### src/rtl/ras_ckpt_stack_pkg.sv
// rtl/ras_ckpt_stack_pkg.sv - shared RAS sizing, checkpoint and output-view types
package ras_ckpt_stack_pkg;

  localparam int RAS_DEPTH    = 8;
  localparam int RAS_OVF_WRAP = 1;
  localparam int RAS_ADDR_W   = 32;
  localparam int RAS_PTR_W    = $clog2(RAS_DEPTH);
  localparam int RAS_CNT_W    = $clog2(RAS_DEPTH + 1);

  // Checkpoint carried alongside each prediction down the pipe
  typedef struct packed {
    logic [RAS_PTR_W-1:0]  ptr;
    logic [RAS_CNT_W-1:0]  cnt;
    logic [RAS_ADDR_W-1:0] top;
  } ras_ckpt_t;

  typedef struct packed {
    logic                  valid;
    logic [RAS_ADDR_W-1:0] data;
  } ras_t;

endpackage

### src/rtl/ras_ckpt_stack.sv
// rtl/ras_ckpt_stack.sv - return-address stack with speculative checkpoint/restore
module ras_ckpt_stack
  import ras_ckpt_stack_pkg::*;
#(
  parameter int DEPTH    = RAS_DEPTH,
  parameter int ADDR_W   = RAS_ADDR_W,
  parameter int OVF_WRAP = RAS_OVF_WRAP,
  localparam int PTR_W   = $clog2(DEPTH),
  localparam int CNT_W   = $clog2(DEPTH + 1)
) (
  input  logic              clk,
  input  logic              reset,
  input  logic              push,
  input  logic [ADDR_W-1:0] push_addr,
  input  logic              pop,
  output logic              top_valid,
  output logic [ADDR_W-1:0] top_data,
  output logic [PTR_W-1:0]  ckpt_ptr,
  output logic [CNT_W-1:0]  ckpt_cnt,
  output logic [ADDR_W-1:0] ckpt_top,
  input  logic              restore,
  input  logic [PTR_W-1:0]  restore_ptr,
  input  logic [CNT_W-1:0]  restore_cnt,
  input  logic [ADDR_W-1:0] restore_top,
  output logic [CNT_W-1:0]  count,
  output logic              full
);

  localparam logic [CNT_W-1:0] CNT_FULL = CNT_W'(DEPTH);

  logic [ADDR_W-1:0] entries [DEPTH];
  logic [PTR_W-1:0]  ptr_q, ptr_d, ptr_inc, ptr_dec;
  logic [CNT_W-1:0]  cnt_q, cnt_d;
  logic              wr_en;
  logic [PTR_W-1:0]  wr_idx;
  logic [ADDR_W-1:0] wr_data;

  assign ptr_inc = ptr_q + PTR_W'(1);
  assign ptr_dec = ptr_q - PTR_W'(1);

  always_comb begin
    ptr_d   = ptr_q;
    cnt_d   = cnt_q;
    wr_en   = 1'b0;
    wr_idx  = ptr_q;
    wr_data = push_addr;
    if (restore) begin
      // Top-entry repair: the slot may have been clobbered by wrong-path pushes
      ptr_d   = restore_ptr;
      cnt_d   = restore_cnt;
      wr_en   = 1'b1;
      wr_idx  = restore_ptr;
      wr_data = restore_top;
    end else if (push && pop) begin
      wr_en = 1'b1;
      if (cnt_q == '0) cnt_d = CNT_W'(1);
    end else if (push) begin
      if (cnt_q != CNT_FULL || OVF_WRAP != 0) begin
        ptr_d  = ptr_inc;
        wr_en  = 1'b1;
        wr_idx = ptr_inc;
        if (cnt_q != CNT_FULL) cnt_d = cnt_q + CNT_W'(1);
      end
    end else if (pop) begin
      // Popped value stays in place so a later restore can re-expose it
      if (cnt_q != '0) begin
        ptr_d = ptr_dec;
        cnt_d = cnt_q - CNT_W'(1);
      end
    end
  end

  always_ff @(posedge clk) begin
    if (reset) begin
      ptr_q <= '0;
      cnt_q <= '0;
      for (int i = 0; i < DEPTH; i++) entries[i] <= '0;
    end else begin
      ptr_q <= ptr_d;
      cnt_q <= cnt_d;
      if (wr_en) entries[wr_idx] <= wr_data;
    end
  end

  assign top_valid = (cnt_q != '0);
  assign top_data  = entries[ptr_q];
  assign ckpt_ptr  = ptr_q;
  assign ckpt_cnt  = cnt_q;
  assign ckpt_top  = entries[ptr_q];
  assign count     = cnt_q;
  assign full      = (cnt_q == CNT_FULL);

endmodule

### config.mk
export PLATFORM = sky130hd
export DESIGN_NAME = ras_ckpt_stack
export DESIGN_NICKNAME = d
export VERILOG_FILES = /design/src/rtl/ras_ckpt_stack_pkg.sv /design/src/rtl/ras_ckpt_stack.sv
export SDC_FILE = /design/constraint.sdc
export NUM_CORES = 1
export LEC_CHECK = 0
export ABC_AREA = 1
export CAP_MARGIN = 15
export CORE_MARGIN = 2
export CORE_UTILIZATION = 56
export DETAILED_ROUTE_END_ITERATION = 8
export PLACE_DENSITY = 0.83
export SLEW_MARGIN = 25
export SYNTH_ARGS = -nofsm -noshare
export SYNTH_HDL_FRONTEND = slang
export SYNTH_SLANG_ARGS = --single-unit
export TNS_END_PERCENT = 30
### constraint.sdc
create_clock -name clk -period 3.5 [get_ports clk]
set_input_delay 0.35 -clock clk [delete_from_list [all_inputs] [get_ports clk]]
set_output_delay 0.35 -clock clk [all_outputs]
set_load 0.05 [all_outputs]
==> impl_metrics.py <==
metrics = {
    "outcome": {
        "outcome": "finished, final reports clean",
    },
    "yosys": {
        "synthesis.instances": 1216,
        "synth_top_family_by_area": "simple AND/OR/NAND/NOR gates",
        "synth_compound_gate_area_share": 0.0815,
        "ys_seq_elements": 266,
        "simple_gate_area_share_of_the_yosys_netlist": 0.190,
        "synth_area_leader_cell": "edfxtp_1",
        "flip_flop_cell_with_the_highest_count_after_synthesis": "edfxtp_1",
        "synth_fa_ha_area_frac": 0.00769,
        "async_reset_ff_frac": 0,
        "synth_cell_type_count": 21,
        "ys_warn_count": 0,
        "synthTopCellsByArea": "edfxtp_1 62%, nor2_1 14%, o32ai_1 4.5%",
        "synthMostInstantiatedCell": "nor2_1",
        "ranking_of_synthesized_cells_by_instance_count": "466 x nor2_1, 256 x edfxtp_1, 145 x nand2_1, 78 x o21ai_0, 64 x o32ai_1",
        "synth.net_count": 1299,
        "synthMuxAreaShare": 0.0259,
        "synth_edf_count": 256,
        "per_instance_average_area_after_synthesis_um2": 10.2,
        "netlist.area_leader.share": 0.622,
        "syn-cell-area_um2": 12400,
        "synth_xor_area_frac": 0.000708,
        "yosysSeqAreaShare": 0.638,
    },
    "clock_tree": {
        "cts.path.max_buffers": 3,
        "worst_skew_late_latency_ns": 0.53,
        "cts_root_buffer": "clkbuf_16",
        "clock-sinks": 266,
        "worst_setup_hold_path_clk_slew_ns": 0.06,
        "htree_levels": 1,
        "clock_buffer_count_from_cts": 25,
        "hold_buffers": 0,
        "cts_tree": "yes",
    },
    "sta": {
        "final_report_setup_violation_count": 0,
        "final_hold_viol_count": 0,
        "final_min_period_over_clock_period": 0.958,
        "tightest_slew_ns": 0.892,
        "max-slew-margin-rel": 0.388,
        "post-route-min-period_ns": 3.35,
        "setup_slack_ns": 0.147,
        "finalClockSkew_ns": 0.0114,
        "fmaxAchievable_mhz": 298,
        "holdWs_ns": 0.332,
        "setup_total_negative_slack_ns": 0,
        "timing.final.max_slew_violations": 0,
        "setup_repair_after_global_routing_missed_its_margin": "false",
    },
    "pwr": {
        "pwr_density_cell_nw_per_um2": 574,
        "ir_worst_vdd_uv": 502,
        "total_power_mw": 8.51,
        "power_frac_clock": 0.310,
        "pwr-share-comb": 0.244,
        "internal-power_mw": 5.85,
        "p_leak_nw": 5.91,
        "p_switching_mw": 2.66,
        "p_sw_frac": 0.313,
        "share_seq_of_total_power": 0.446,
    },
    "worst_setup_path": {
        "ff_to_ff_end": "entries[5][25]$_SDFFCE_PN0P_",
        "timing.setup.critical_path_class": "reg2out",
        "crit_arrival_ns": 3.00,
        "data_required_critical_path_ns": 3.15,
        "worst-r2r-cell-count": 10,
        "worst-r2r-setup-slack_ns": 1.10,
        "critPathLaunchType": "register",
        "r2r_start": "ckpt_ptr[0]$_SDFFE_PP0P_",
        "endpoint_kind": "output pin",
        "worstPathMaxFanout": 49,
    },
    "route": {
        "postRouteWirelength_um": 31800,
        "initialDrtViolationCount": 971,
        "top_signal_layer_used": "met4",
        "antenna_nets_post_route": 0,
        "num_vias": 9589,
        "m1WireLength_um": 11800,
        "wl_met2_um": 16200,
        "drt_pass1_iterations": 6,
        "wl_per_cell_um": 19.6,
        "wl_met3_um": 3000,
        "detail_route.vias_per_cell": 5.93,
        "drc": 0,
    },
    "die": {
        "dieArea_um2": 23300,
        "core.rowCount": 54,
        "core_region_area_um2": 21800,
        "io_pins": 153,
        "die_y_um": 153,
        "die_w_um": 153,
        "start_util": 0.568,
    },
    "finish": {
        "final_area_um2": 14800,
        "filler_cell_count": 1558,
        "area_growth_syn_to_layout_pct": 19.9,
        "final_net_count": 1401,
        "drive_above_1_share": 0.0666,
        "antenna_cells_inserted": 0,
    },
    "global_route": {
        "antenna_found_initial": 0,
        "number_of_global_route_vias_before_repair": 9482,
        "grt.total_usage": 0.267,
        "grt_overflow_total": 0,
        "grt_start_max_net_pins": 75,
        "grt_pass1_wl_um": 49700,
    },
    "placement": {
        "dp_worst_setup_slack_ns": 0.579,
        "gp_congestion": 0.846,
        "numPortBuffers": 152,
        "dp.final_hpwl_um": 18600,
        "placed_area_um2": 14000,
    },
    "worst_hold_path": {
        "whs_path_depth": 4,
        "hp-class": "in2reg",
        "hold_start": "restore",
    },
    "run": {
        "drv.max_cap_violation_count": 0,
    },
}
## flip-flops by register name, indices dropped and copies added (netlist names), named ones only
name,flops
entries,256
ckpt_ptr,3
ckpt_cnt,4
## per-layer routing
layer | GRT usage | vias to the layer above
met5 | 0 | -
li1 | - | 4343
met1 | 0.343 | 4629
met3 | 0.0418 | 64
met4 | 0.0873 | 0
met2 | 0.467 | 553
## layout make-up
class | instances | area [µm²] | area share
well taps | 280 | 350 | 0.0236
clock buffers | 33 | 676 | 0.0456
inverters | 21 | 81.3 | 0.00549
multi-input cells | 813 | 3800 | 0.257
flip-flops and latches | 266 | 7900 | 0.533
repair buffers | 191 | 1900 | 0.128
clock inverters | 13 | 113 | 0.00760
## stage by stage
| stage | cells | utilization |
|---|---|---|
| finish | 1617 | 0.681 |
| global route | 1617 | 0.681 |
| CTS | 1616 | 0.680 |
| detailed placement | 1570 | 0.644 |
| global placement | 1570 | 0.644 |
| floorplan | 1216 | - |
## what timing repair did
action	CTS	global route
gates resized for setup	0	2
endpoints found under the setup margin	0	40
setup buffers	0	1
## logic make-up (layout without fill, tap and decap cells)
logic type	count (synthesis)	in the layout
and+or+nand+nor	621	621
DFF	266	266
AOI/OAI and AO/OA	152	152
buffers and inverters	137	258
muxes	32	32
adders and majority gates	7	7
xor gates and xnor gates	1	1
## how the worst max path moves through the flow
stage	start	endpoint	slack, ns	cells past startpoint
floorplan	ckpt_ptr[0]$_SDFFE_PP0P_	entries[2][0]$_SDFFCE_PN0P_	0.49	11
detailed placement	register	ckpt_top[21]	0.58	6
global route	register	top_data[1]	0.009	6
CTS	register	ckpt_top[22]	0.02	6
global placement	register	ckpt_top[25]	0.64	6
finish	register	top_data[1]	0.15	6
## critical path, cell delays in order (launching register included)
cell	delay (ns)
dfxtp_4	0.69
buf_4	0.40
o21ai_0	0.14
o32ai_1	0.14
nand2_1	0.11
nand2_1	0.15
clkdlybuf4s50_1	0.83
## cells in the final DEF (no fill, tap or decap), types with 3 or more instances in the layout
cell             Yosys  routed
clkbuf_1            37       6
edfxtp_1           256     256
clkinv_1             0       5
buf_4               37      32
buf_12               0       7
nand3_1              8       8
nor2_1             466     466
a31oi_1              3       3
inv_1               21      20
mux2i_1             32      32
nand2_2              0       8
clkbuf_16            0      25
o21ai_0             78      78
nand2_1            145     137
dfxtp_1             10       7
clkinv_2             0       5
ha_1                 6       6
clkdlybuf4s50_1      0     149
o32ai_1             64      64
a21oi_1              6       6
## power groups by stage
stage / logic, mW / clock network [mW] / registers, mW
2_1_floorplan: 1.44 / 0 / 3.84
3_3_place_gp: 1.99 / 0 / 3.86
3_5_place_dp: 2.04 / 0 / 3.87
4_1_cts: 2.05 / 2.65 / 3.80
5_1_grt: 2.19 / 2.76 / 3.82
6_report: 2.07 / 2.64 / 3.80
Note: power is estimated with default switching activity, not from simulation.
==> variant 1, RTL diff (config.mk and constraints unchanged) <==
Register the output `count` once more; this adds one clock of latency there. The other outputs are not delayed to match.
--- a/src/rtl/ras_ckpt_stack.sv
+++ b/src/rtl/ras_ckpt_stack.sv
@@ -87,7 +87,9 @@
   assign ckpt_ptr  = ptr_q;
   assign ckpt_cnt  = cnt_q;
   assign ckpt_top  = entries[ptr_q];
-  assign count     = cnt_q;
+  always_ff @(posedge clk) begin
+    count <= cnt_q;
+  end
   assign full      = (cnt_q == CNT_FULL);
 
 endmodule
Behaviour: not the same (Yosys sat finds a counterexample within 4 cycles, from zero or initial values and one cycle with reset high).
==> variant 1 against the unedited design <==
Clock power up 2%. Area after synthesis is 2.2% higher. Synthesized cell count did not move. Sequential share of layout area rose by 0.23 points. Cell area rose by 0.57%. Worst setup slack better by 0.0047 ns. Sequential power is 1% higher. Sequential cell count increased by 4. Clock skew up 0.0041 ns. Routed wire length is 2.2% lower. Power increased by 0.85%. Critical path type unchanged. Critical endpoint is now top_data[4]. Largest power group unchanged.
==> variant 1: results <==
{
  "total_leakage_power_nw": 6.06,
  "total_power_mw": 8.58,
  "nNetsFinal": 1396,
  "final_cell_area_sq_mm": 0.0149,
  "grt_max_degree": 98,
  "hold_path_class": "input pin to flip-flop",
  "nFillCells": 1571,
  "drt-initial-drc-count": 913,
  "pre_cts_ws_ns": 0.620,
  "status": "complete, no violations",
  "yosys-top-cells-area": "edfxtp_1 (61%), nor2_1 (14%), o32ai_1 (4.4%), nand2_1 (4.0%), o21ai_0 (3.0%)",
  "ys_top_cells_by_count": "nor2_1 (461), edfxtp_1 (256), nand2_1 (136), o21ai_0 (75), o32ai_1 (64)",
  "grt_pass1_wl_mm": 49.0,
  "r2r_cells": 11,
  "vdd_ir_drop_max_uv": 366,
  "numCtsBuffers": 26,
  "synth-compound-area-share_pct": 8.11,
  "hpwl_mm": 18.2,
  "seq_area_frac_synth_pct": 63.1,
  "grt_pass1_vias": 9523,
  "regMostFlops": "entries",
  "synth_xor_area_share_pct": 0.0693,
  "instances_no_fill": 1613,
  "routed_via_density": 5.90,
  "grt_usage_pct": 25.9,
  "clock_latency_ns": 0.52,
  "timing.hold.ws_ns": 0.299,
  "postLayoutSetupSlackWorst_ns": 0.152,
  "skew_ns": 0.0155,
  "wl_mm": 31.1,
  "synth_cell_types": 31,
  "endpoint": "top_data[4]",
  "crit_path_max_fanout": 31,
  "synth_fa_ha_area_share_pct": 0.753,
  "worst-r2r-setup-slack_ns": 0.98,
  "relSlewSlack_pct": 32.7,
  "yosys-mux-area-fraction_pct": 2.54,
  "powerSeq_mw": 3.84,
  "reg2reg_to": "entries[3][11]",
  "p_switching_mw": 2.67
}
variant 1: changes by cell type after synthesis, sizes merged:
cell / delta
dfxtp: +4
inv: -1
clkbuf: -4
clkinv: +1
variant 1: routing by layer:
metal	part of all wire, %	global-route usage (%)	wire length [um]
met5	0	0	0
met4	2.9	8.23	889
met3	9.3	4.03	2890
met2	50	44.3	15600
met1	38	34.2	11700
variant 1: logic make-up (layout without fill, tap and decap cells):
family / Yosys count / count (layout)
xor gates and xnor gates: 1 / 1
muxes: 32 / 32
and+or+nand+nor: 621 / 621
DFF: 270 / 270
AOI/OAI and AO/OA: 152 / 152
buffers and inverters: 133 / 250
adders and majority gates: 7 / 7
variant 1: final cells by class:
| class | instances | share of cell area (%) |
|---|---|---|
| timing repair buffer | 181 | 11.9 |
| inverter | 21 | 0.562 |
| clock buffer | 31 | 4.63 |
| multi-input combinational | 813 | 26.2 |
| tap | 280 | 2.35 |
| sequential | 270 | 53.5 |
| clock inverter | 17 | 0.865 |
==> variant 2, RTL diff (same settings) <==
Made on the original files. `RAS_ADDR_W`: 32 -> 28.
--- a/src/rtl/ras_ckpt_stack_pkg.sv
+++ b/src/rtl/ras_ckpt_stack_pkg.sv
@@ -3,7 +3,7 @@
 
   localparam int RAS_DEPTH    = 8;
   localparam int RAS_OVF_WRAP = 1;
-  localparam int RAS_ADDR_W   = 32;
+  localparam int RAS_ADDR_W   = 28;
   localparam int RAS_PTR_W    = $clog2(RAS_DEPTH);
   localparam int RAS_CNT_W    = $clog2(RAS_DEPTH + 1);
 
Interface: changed (resized ckpt_top, push_addr, restore_top and top_data); port bits go from 153 to 137. No check against the original RTL was run, so the function may have changed too.
==> variant 2 against the unedited design <==
Register-to-register slack improved by 0.16 ns. Area after synthesis fell by 11%. Routed wire length fell by 15%. Cell area fell by 13%. Die area fell by 11%. Power fell by 13%. Worst setup slack improved by 0.12 ns. Sequential share of layout area rose by 0.33 points. Hold slack got worse by 0.050 ns. Sequential cell count fell by 32. Critical path type unchanged. Critical endpoint is now top_data[9]. Largest power group unchanged. Highest routed layer unchanged.
==> variant 2: results <==
{
  "synth-compound-area-share_pct": 8.18,
  "grt_pass1_wl_mm": 41.7,
  "worstMarginPinSlew_ns": 1.03,
  "drive_gt1_share_pct": 9.77,
  "wl_met1_mm": 10.5,
  "yosys-mux-area-fraction_pct": 2.55,
  "grt_usage_pct": 26.0,
  "placed_area_sq_mm": 0.0123,
  "grt_pass1_vias": 8116,
  "seq_area_frac_synth_pct": 62.9,
  "arrival_ns": 2.88,
  "gp_congestion": 0.895,
  "reg2reg_to": "entries[7][17]",
  "grt_max_degree": 113,
  "synth_nets": 1157,
  "wl_met2_mm": 13.4,
  "use_met1_pct": 35.4,
  "synth_edf_count": 224,
  "timing.hold.ws_ns": 0.283,
  "io_buffers": 136,
  "routed-wl-met3_mm": 2.47,
  "p_switching_mw": 2.33,
  "dp.cells": 1412,
  "synth_xor_area_share_pct": 0.159,
  "wl_mm": 26.9,
  "status": "complete, no violations",
  "instances_no_fill": 1452,
  "synth_cell_types": 29,
  "total_power_mw": 7.38,
  "worst-r2r-setup-slack_ns": 1.26
}
-- variant 2: cell types whose count changed after synthesis, sizes merged, moves of 4 or more --
cell / before / now
o32ai: 64 / 56
edfxtp: 256 / 224
nand2: 145 / 132
buf: 79 / 68
nor2: 466 / 410
mux2i: 32 / 28
o21ai: 78 / 68
-- variant 2: worst max path at each step --
| stage | start | end | slack (ns) | cells past startpoint |
|---|---|---|---|---|
| 2_1_floorplan | ckpt_ptr[0] | entries[1][0] | 0.61 | 9 |
| 3_3_place_gp | push | entries[0][21] | 0.72 | 9 |
| 3_5_place_dp | push | entries[6][18] | 0.67 | 9 |
| 4_1_cts | flip-flop | top_data[14] | 0.28 | 6 |
| 5_1_grt | flip-flop | ckpt_top[14] | 0.11 | 6 |
| 6_report | flip-flop | top_data[9] | 0.27 | 6 |
-- variant 2: final cells by class --
cell class,count,area share (%)
clock buffer,31,4.92
clock inverter,9,0.310
multi-input combinational,724,26.3
sequential,234,53.6
timing repair buffer,169,11.7
tap,265,2.56
inverter,20,0.590
